### src/rtl/branch_redirect_ctrl.sv
// Branch redirect controller.
// Turns an EX-stage branch resolution into a registered one-shot PC redirect
// plus a timed IF/ID + ID/EX flush. Illegal targets raise a sticky trap.
// It also keeps saturating statistics on resolved and taken control flow.
module branch_redirect_ctrl #(
  parameter int PC_W         = 9,
  parameter int FLUSH_CYCLES = 2,
  parameter int CNT_W        = 16
) (
  input  logic             clk,
  input  logic             reset,
  input  logic             ex_valid,
  input  logic             ex_branch,
  input  logic             ex_jump,
  input  logic             pc_sel,
  input  logic [31:0]      br_pc,
  input  logic             stall,
  output logic             redirect_valid,
  output logic [PC_W-1:0]  redirect_pc,
  output logic             flush_ifid,
  output logic             flush_idex,
  output logic             misalign_trap,
  output logic             busy,
  output logic [CNT_W-1:0] br_count,
  output logic [CNT_W-1:0] taken_count
);

  typedef enum logic [1:0] {
    S_IDLE  = 2'd0,
    S_FLUSH = 2'd1,
    S_TRAP  = 2'd2
  } state_t;

  // The FLUSH counter runs from FLUSH_CYCLES-1 down to 0.
  // Three bits cover the supported range of 1..7.
  localparam logic [2:0] CNT_LOAD = 3'(FLUSH_CYCLES - 1);

  state_t           state_q, state_d;
  logic [2:0]       cnt_q, cnt_d;
  logic             rv_q, rv_d;
  logic [PC_W-1:0]  rpc_q, rpc_d;
  logic             flush_q, flush_d;
  logic             trap_q, trap_d;
  logic [CNT_W-1:0] br_q, br_d;
  logic [CNT_W-1:0] tk_q, tk_d;

  logic cf;
  logic acc;
  logic legal;

  // A control-flow instruction only counts when it is real, unstalled, and
  // actually a branch or jump. pc_sel alone never triggers anything.
  assign cf    = ex_valid & (ex_branch | ex_jump) & ~stall;
  assign acc   = cf & pc_sel;
  // The target must be word aligned and lie inside the PC_W address space.
  assign legal = (br_pc[1:0] == 2'b00) && ((br_pc >> PC_W) == 32'd0);

  // Next-state, output, and counter logic. The redirect is a one-cycle pulse.
  always_comb begin
    state_d = state_q;
    cnt_d   = cnt_q;
    rv_d    = 1'b0;
    rpc_d   = rpc_q;
    flush_d = flush_q;
    trap_d  = trap_q;
    br_d    = br_q;
    tk_d    = tk_q;
    case (state_q)
      S_IDLE: begin
        flush_d = 1'b0;
        if (cf && (br_q != {CNT_W{1'b1}})) begin
          br_d = br_q + CNT_W'(1);
        end
        if (acc) begin
          if (legal) begin
            rv_d    = 1'b1;
            rpc_d   = br_pc[PC_W-1:0];
            flush_d = 1'b1;
            cnt_d   = CNT_LOAD;
            state_d = S_FLUSH;
            if (tk_q != {CNT_W{1'b1}}) begin
              tk_d = tk_q + CNT_W'(1);
            end
          end else begin
            trap_d  = 1'b1;
            flush_d = 1'b1;
            state_d = S_TRAP;
          end
        end
      end
      S_FLUSH: begin
        // Instructions in EX are wrong-path here, so pc_sel and cf are ignored.
        // A stall freezes the countdown, which stretches the flush.
        flush_d = 1'b1;
        if (!stall) begin
          if (cnt_q == 3'd0) begin
            flush_d = 1'b0;
            state_d = S_IDLE;
          end else begin
            cnt_d = cnt_q - 3'd1;
          end
        end
      end
      S_TRAP: begin
        trap_d  = 1'b1;
        flush_d = 1'b1;
      end
      default: begin
        state_d = S_IDLE;
        flush_d = 1'b0;
      end
    endcase
  end

  // State and output registers. Reset wins over everything.
  always_ff @(posedge clk) begin
    if (reset) begin
      state_q <= S_IDLE;
      cnt_q   <= 3'd0;
      rv_q    <= 1'b0;
      rpc_q   <= '0;
      flush_q <= 1'b0;
      trap_q  <= 1'b0;
      br_q    <= '0;
      tk_q    <= '0;
    end else begin
      state_q <= state_d;
      cnt_q   <= cnt_d;
      rv_q    <= rv_d;
      rpc_q   <= rpc_d;
      flush_q <= flush_d;
      trap_q  <= trap_d;
      br_q    <= br_d;
      tk_q    <= tk_d;
    end
  end

  assign redirect_valid = rv_q;
  assign redirect_pc    = rpc_q;
  assign flush_ifid     = flush_q;
  assign flush_idex     = flush_q;
  assign misalign_trap  = trap_q;
  assign busy           = (state_q != S_IDLE);
  assign br_count       = br_q;
  assign taken_count    = tk_q;

endmodule

### config.mk
export PLATFORM = sky130hd
export DESIGN_NAME = branch_redirect_ctrl
export DESIGN_NICKNAME = d
export VERILOG_FILES = /design/src/rtl/branch_redirect_ctrl.sv
export SDC_FILE = /design/constraint.sdc
export NUM_CORES = 1
export LEC_CHECK = 0
export ABC_CLOCK_PERIOD_IN_PS = 3980
export BUFFER_PORTS_ARGS = -buffer_cell sky130_fd_sc_hd__buf_2
export CORE_UTILIZATION = 50
export DETAILED_ROUTE_END_ITERATION = 8
export GPL_TIMING_DRIVEN = 0
export HOLD_SLACK_MARGIN = 0.1
export PLACE_DENSITY = 0.8
export SYNTH_ARGS = -nofsm -noshare
export SYNTH_HDL_FRONTEND = slang
export SYNTH_SLANG_ARGS = --single-unit
### constraint.sdc
create_clock -name clk -period 3.98 [get_ports clk]
set_clock_uncertainty 0.1 [all_clocks]
set_input_delay 0.597 -clock clk [delete_from_list [all_inputs] [get_ports clk]]
set_output_delay 0.597 -clock clk [all_outputs]
set_load 0.01 [all_outputs]
Word-level counts from Yosys, hierarchy flattened
Cells that the tools add are included.
W data, S select, Z words.
{"block": "classes", "muxes": 18, "n_addsub": 3, "n_eq_ne": 10, "n_reduce_logical": 16, "n_bitwise": 8}
{"cell": "$add A16 B1 Y16 const B", "count": 2}
{"cell": "$logic_not A32 Y1", "count": 1}
{"cell": "$ne A16 B16 Y1 const B", "count": 2}
{"cell": "$mux W3", "count": 4}
{"cell": "$ne A2 B2 Y1 const B", "count": 6}
{"cell": "$mux W2", "count": 4}
{"cell": "$reduce_and A4 Y1", "count": 2}
{"cell": "$mux W1", "count": 6}
{"cell": "$pmux W2 S3", "count": 1}
{"cell": "$pmux W3 S2", "count": 1}
{"cell": "$reduce_and A3 Y1", "count": 2}
{"cell": "$reduce_bool A2 Y1", "count": 3}
{"cell": "$reduce_and A5 Y1", "count": 1}
{"cell": "$logic_not A2 Y1", "count": 2}
{"cell": "$not A1 Y1", "count": 4}
{"cell": "$and A1 B1 Y1", "count": 3}
{"cell": "$logic_not A3 Y1", "count": 1}
{"cell": "$pmux W1 S3", "count": 1}
{"cell": "$reduce_or A3 Y1", "count": 1}
{"cell": "$sub A3 B1 Y3 const B", "count": 1}
{"cell": "$eq A2 B1 Y1 const B", "count": 1}
{"cell": "$eq A2 B2 Y1 const B", "count": 1}
{"cell": "$logic_and A1 B1 Y1", "count": 2}
{"cell": "$pmux W1 S2", "count": 1}
{"cell": "other kinds (2)", "count": 2}
{"block": "word_totals", "out_inout_bits": 46, "input_bits": 39, "regBits": 49, "word_cells": 63}

Depth between registers and ports, before layout
{"block": "depth", "ltp_word": 6, "mapped_depth": 7, "ltp_nobuf": 7}

Least setup slack after synthesis
OpenSTA, ideal clock, no wires.
{"block": "synth_timing", "path_type": "input -> register", "startpoint": "in br_pc[28]", "endpoint": "reg tk_q[5], in the netlist taken_count[5]", "n_path_buf": 0, "cell_stages": 5, "t_arrival_ns": 1.994, "setup_ns": 0.121, "required_ns": 3.759, "slack_ns": 1.765, "path_cell_list": "nor4_1 -> and4b_1 -> nand3_2 -> nor4b_1 -> mux2_2"}
{"block": "synth_between", "elab_chain_cells": 3}
{"element": "start, declared", "line": "16", "source": "input logic [31:0] br_pc,"}
{"element": "$logic_not A32 Y1", "line": "56", "source": "assign legal = (br_pc[1:0] == 2'b00) && ((br_pc >> PC_W) == 32'd0);"}
{"element": "$logic_and A1 B1 Y1", "line": "56"}
{"element": "$reduce_and A4 Y1 (no source line)"}
{"element": "end signal, assigned", "line": "134", "source": "tk_q <= tk_d;"}
{"element": "end, declared", "line": "45", "source": "logic [CNT_W-1:0] tk_q, tk_d;"}
Every way passes these cells.
A chain may end at the register's enable or synchronous reset.

Worst setup path in the final report
{"block": "layout_timing", "startpoint": "reg tk_q[1], in the netlist taken_count[1]", "endpoint": "reg tk_q[0], in the netlist taken_count[0]"}
{"block": "layout_between", "elab_chain_cells": 2}
{"element": "$ne A16 B16 Y1", "line": "81", "source": "if (tk_q != {CNT_W{1'b1}}) begin"}
{"element": "$reduce_and A4 Y1 (no source line)"}
Every way passes these cells.

==> impl_metrics.tcl <==
set metrics [dict create \
    status "finished with violations" \
    violations "DRC" \
    min_period_over_period 0.5842 \
    ys_seq_area_frac 0.4118 \
    grt_pass1_wl_um 9535 \
    grt_start_max_net_pins 16 \
    crit_family "simple AND/OR/NAND/NOR gates" \
    synth_edf_count 0 \
    ys_ff_latch 49 \
    routed_wirelength_um 5753 \
    multiInputGateArea_sq_um 1324 \
    highest_layer "met4" \
    rsz0062_at_grt "false" \
    die_w_um 71.03 \
    nets 409 \
    cp.required_ns 4.07 \
    nFillCells 382 \
    initial_utilization 0.5324 \
    clockBufferDepth 2 \
    peakVddDrop_mv 0.2487 \
    wl_per_cell_um 13.73 \
    cts_root_buf "clkbuf_8" \
    post-synth-top-count-cell "dfxtp_1" \
    tns_ns 0 \
    synth.net_count 318 \
    drive_above_1_share 0.3025 \
    cts_hold_buf 0 \
    stdcell_area_sq_um 3002 \
    routed-wl-met3_um 374 \
    die-area_sq_um 5045 \
    coreArea_sq_um 4474 \
    insertedDiodeCount 0 \
    syn_to_final_growth_pct 26.00 \
    cts_sinks 49 \
    cap_violations 0 \
    htree_levels 2 \
    synth_area_leaders "dfxtp_1 41%, a21oi_1 4.6%, nand2_1 4.4%" \
    critical_path_buf_inv_count 0 \
    period_minus_slack_ns 2.325 \
    post-place-ws_ns 1.404 \
    cp_cell_sequence "ha_1 > nand2_1 > nor4_1 > nand2_1 > nand2_1 > mux2_2" \
    ctsResizeCount 0 \
    worst_slew_pin_slew_ns 0.5642 \
    mappedNetlistArea_sq_um 2382 \
    routed-wl-met2_um 2823 \
    drt-initial-drc-count 137 \
    relSlewSlack 0.6239 \
    whs_ns 0.3548 \
    place_hpwl_um 4274 \
    synth.distinct_cells 45 \
    vias 2394 \
    placement.io_buffers 84 \
    yosys_warnings 0 \
    crit_top_cell "nand2_1" \
    first_pass_iters 6 \
    track_usage 0.2366 \
    cts_tree "done" \
    power_leakage_nw 1.288 \
    path_class "reg2reg" \
    setup_slack_ns 1.655 \
    grt-ovfl-total 0 \
    netlist.area_leader.share 0.4118 \
    die_h_um 71.03 \
    fp-row-count 24 \
    place_area_sq_um 2868 \
    synth.avg_cell_area_sq_um 8.663 \
    start_kind "flop" \
    drc_errors 10 \
    crit_path_max_incr_delay_ns 0.49 \
    postSynthCellCount 275 \
    end_kind "flop" \
    finalSetupViolCount 0 \
    crit_arrival_ns 2.42 \
    ys.flop_type "dfxtp_1" \
    clock.fmax_mhz 430.1 \
    async_flop_share 0 \
    ios 85 \
    ys_top_cells_by_count "49 x dfxtp_1, 28 x nand2_1, 24 x nor2_1" \
    place.gp.congestion 0.8447 \
    viasPerCell 5.714 \
    antenna_found_initial 0 \
    power_density_nw_per_um2 321.2 \
    grt_pass1_vias 2186 \
    critPathMaxFanout 6 \
    ff_latch_area_sq_um 980.9 \
    ant_nets 0 \
    clkLatencyLatePin_ns 0.30 \
    numCtsBuffers 5 \
    hp-class "reg2reg" \
    slowest_stage "nor4_1" \
    cts.clk_slew.worst_paths_ns 0.09 \
    drv_slew 0 \
    postCtsSetupRepairBufs 0 \
    hold_viol_final 0 \
    synth_top_area_cell "dfxtp_1" \
    routedLengthMet1_um 2461 \
]
final timing paths:
path,startpoint,to,slack (ns),cells after the start
max,taken_count[1]$_SDFFE_PP0P_,taken_count[0]$_SDFFE_PP0P_,1.65,6
min,redirect_pc[3]$_SDFFE_PP0P_,redirect_pc[3]$_SDFFE_PP0P_,0.35,2
max reg2reg,taken_count[1]$_SDFFE_PP0P_,taken_count[0]$_SDFFE_PP0P_,1.65,6
min reg2reg,redirect_pc[3]$_SDFFE_PP0P_,redirect_pc[3]$_SDFFE_PP0P_,0.35,2
report_power, final:
part | internal [W] | switching, W
clock network | 0.000250 | 0.000166
registers | 0.000493 | 0.00000242
logic | 0.0000250 | 0.0000286
total | 0.000767 | 0.000197
layout by cell type, fill, tap and decap left out, types with 2 or more instances in the layout:
cell	Yosys	routed
a21oi_1	22	22
and3_1	8	8
and4_1	4	4
buf_2	2	86
bufinv_16	0	2
clkbuf_1	8	8
clkbuf_8	0	5
dfxtp_1	49	49
ha_1	4	4
inv_1	5	5
mux2_2	6	6
mux2i_1	2	2
nand2_1	28	28
nand2b_1	6	6
nand3_1	9	9
nand4_1	10	10
nand4b_1	2	2
nor2_1	24	24
nor2b_1	8	8
nor3_1	3	3
nor3b_1	3	3
nor4_1	7	7
nor4b_1	2	2
o211ai_1	3	3
o21ai_0	8	8
o31ai_1	10	10
or3_1	6	6
or4_1	9	9
xor2_1	9	9
layer usage:
layer	vias to the layer above	GRT usage
met5	-	0
met4	0	0.1022
met2	88	0.4167
li1	1193	-
met1	1105	0.2862
met3	8	0.03704
tightest hold or removal path, cell delays in order (launching register included):
cell and delay (ns):
dfxtp_1 0.31, nand2_1 0.05, a21oi_1 0.05
through the flow:
stage                     instances   power, W  utilization
after floorplan                 275  0.0005308            -
after global placement          411  0.0005595       0.6409
after detailed placement        411  0.0005608       0.6409
after CTS                       419  0.0009717       0.6709
after global routing            419  0.0009956       0.6709
final                           419  0.0009640       0.6709
sequential cells by signal (all words and copies together) (netlist names):
register	flops
cnt_q	3
taken_count	16
state_q	2
redirect_pc	9
misalign_trap	1
br_count	16
flush_idex	1
redirect_valid	1
cell families (layout without fill, tap and decap cells):
kind of cell | after synthesis | in the layout | share of synthesized area
fa+ha+maj | 4 | 4 | 0.02101
mux | 8 | 8 | 0.03676
compound gates | 48 | 48 | 0.1234
flops | 49 | 49 | 0.4118
simple gates | 140 | 140 | 0.3414
buf+inv | 17 | 109 | 0.03257
xor+xnor | 9 | 9 | 0.03309
layout make-up:
cell class	instances	area share
flip-flops and latches	49	0.3268
well taps	52	0.02168
repair buffers	84	0.1401
plain buffers	12	0.01959
clock inverters	3	0.02168
clock buffers	5	0.02293
inverters	5	0.006253
multi-input cells	209	0.4410
(Power assumes the default switching activity.)
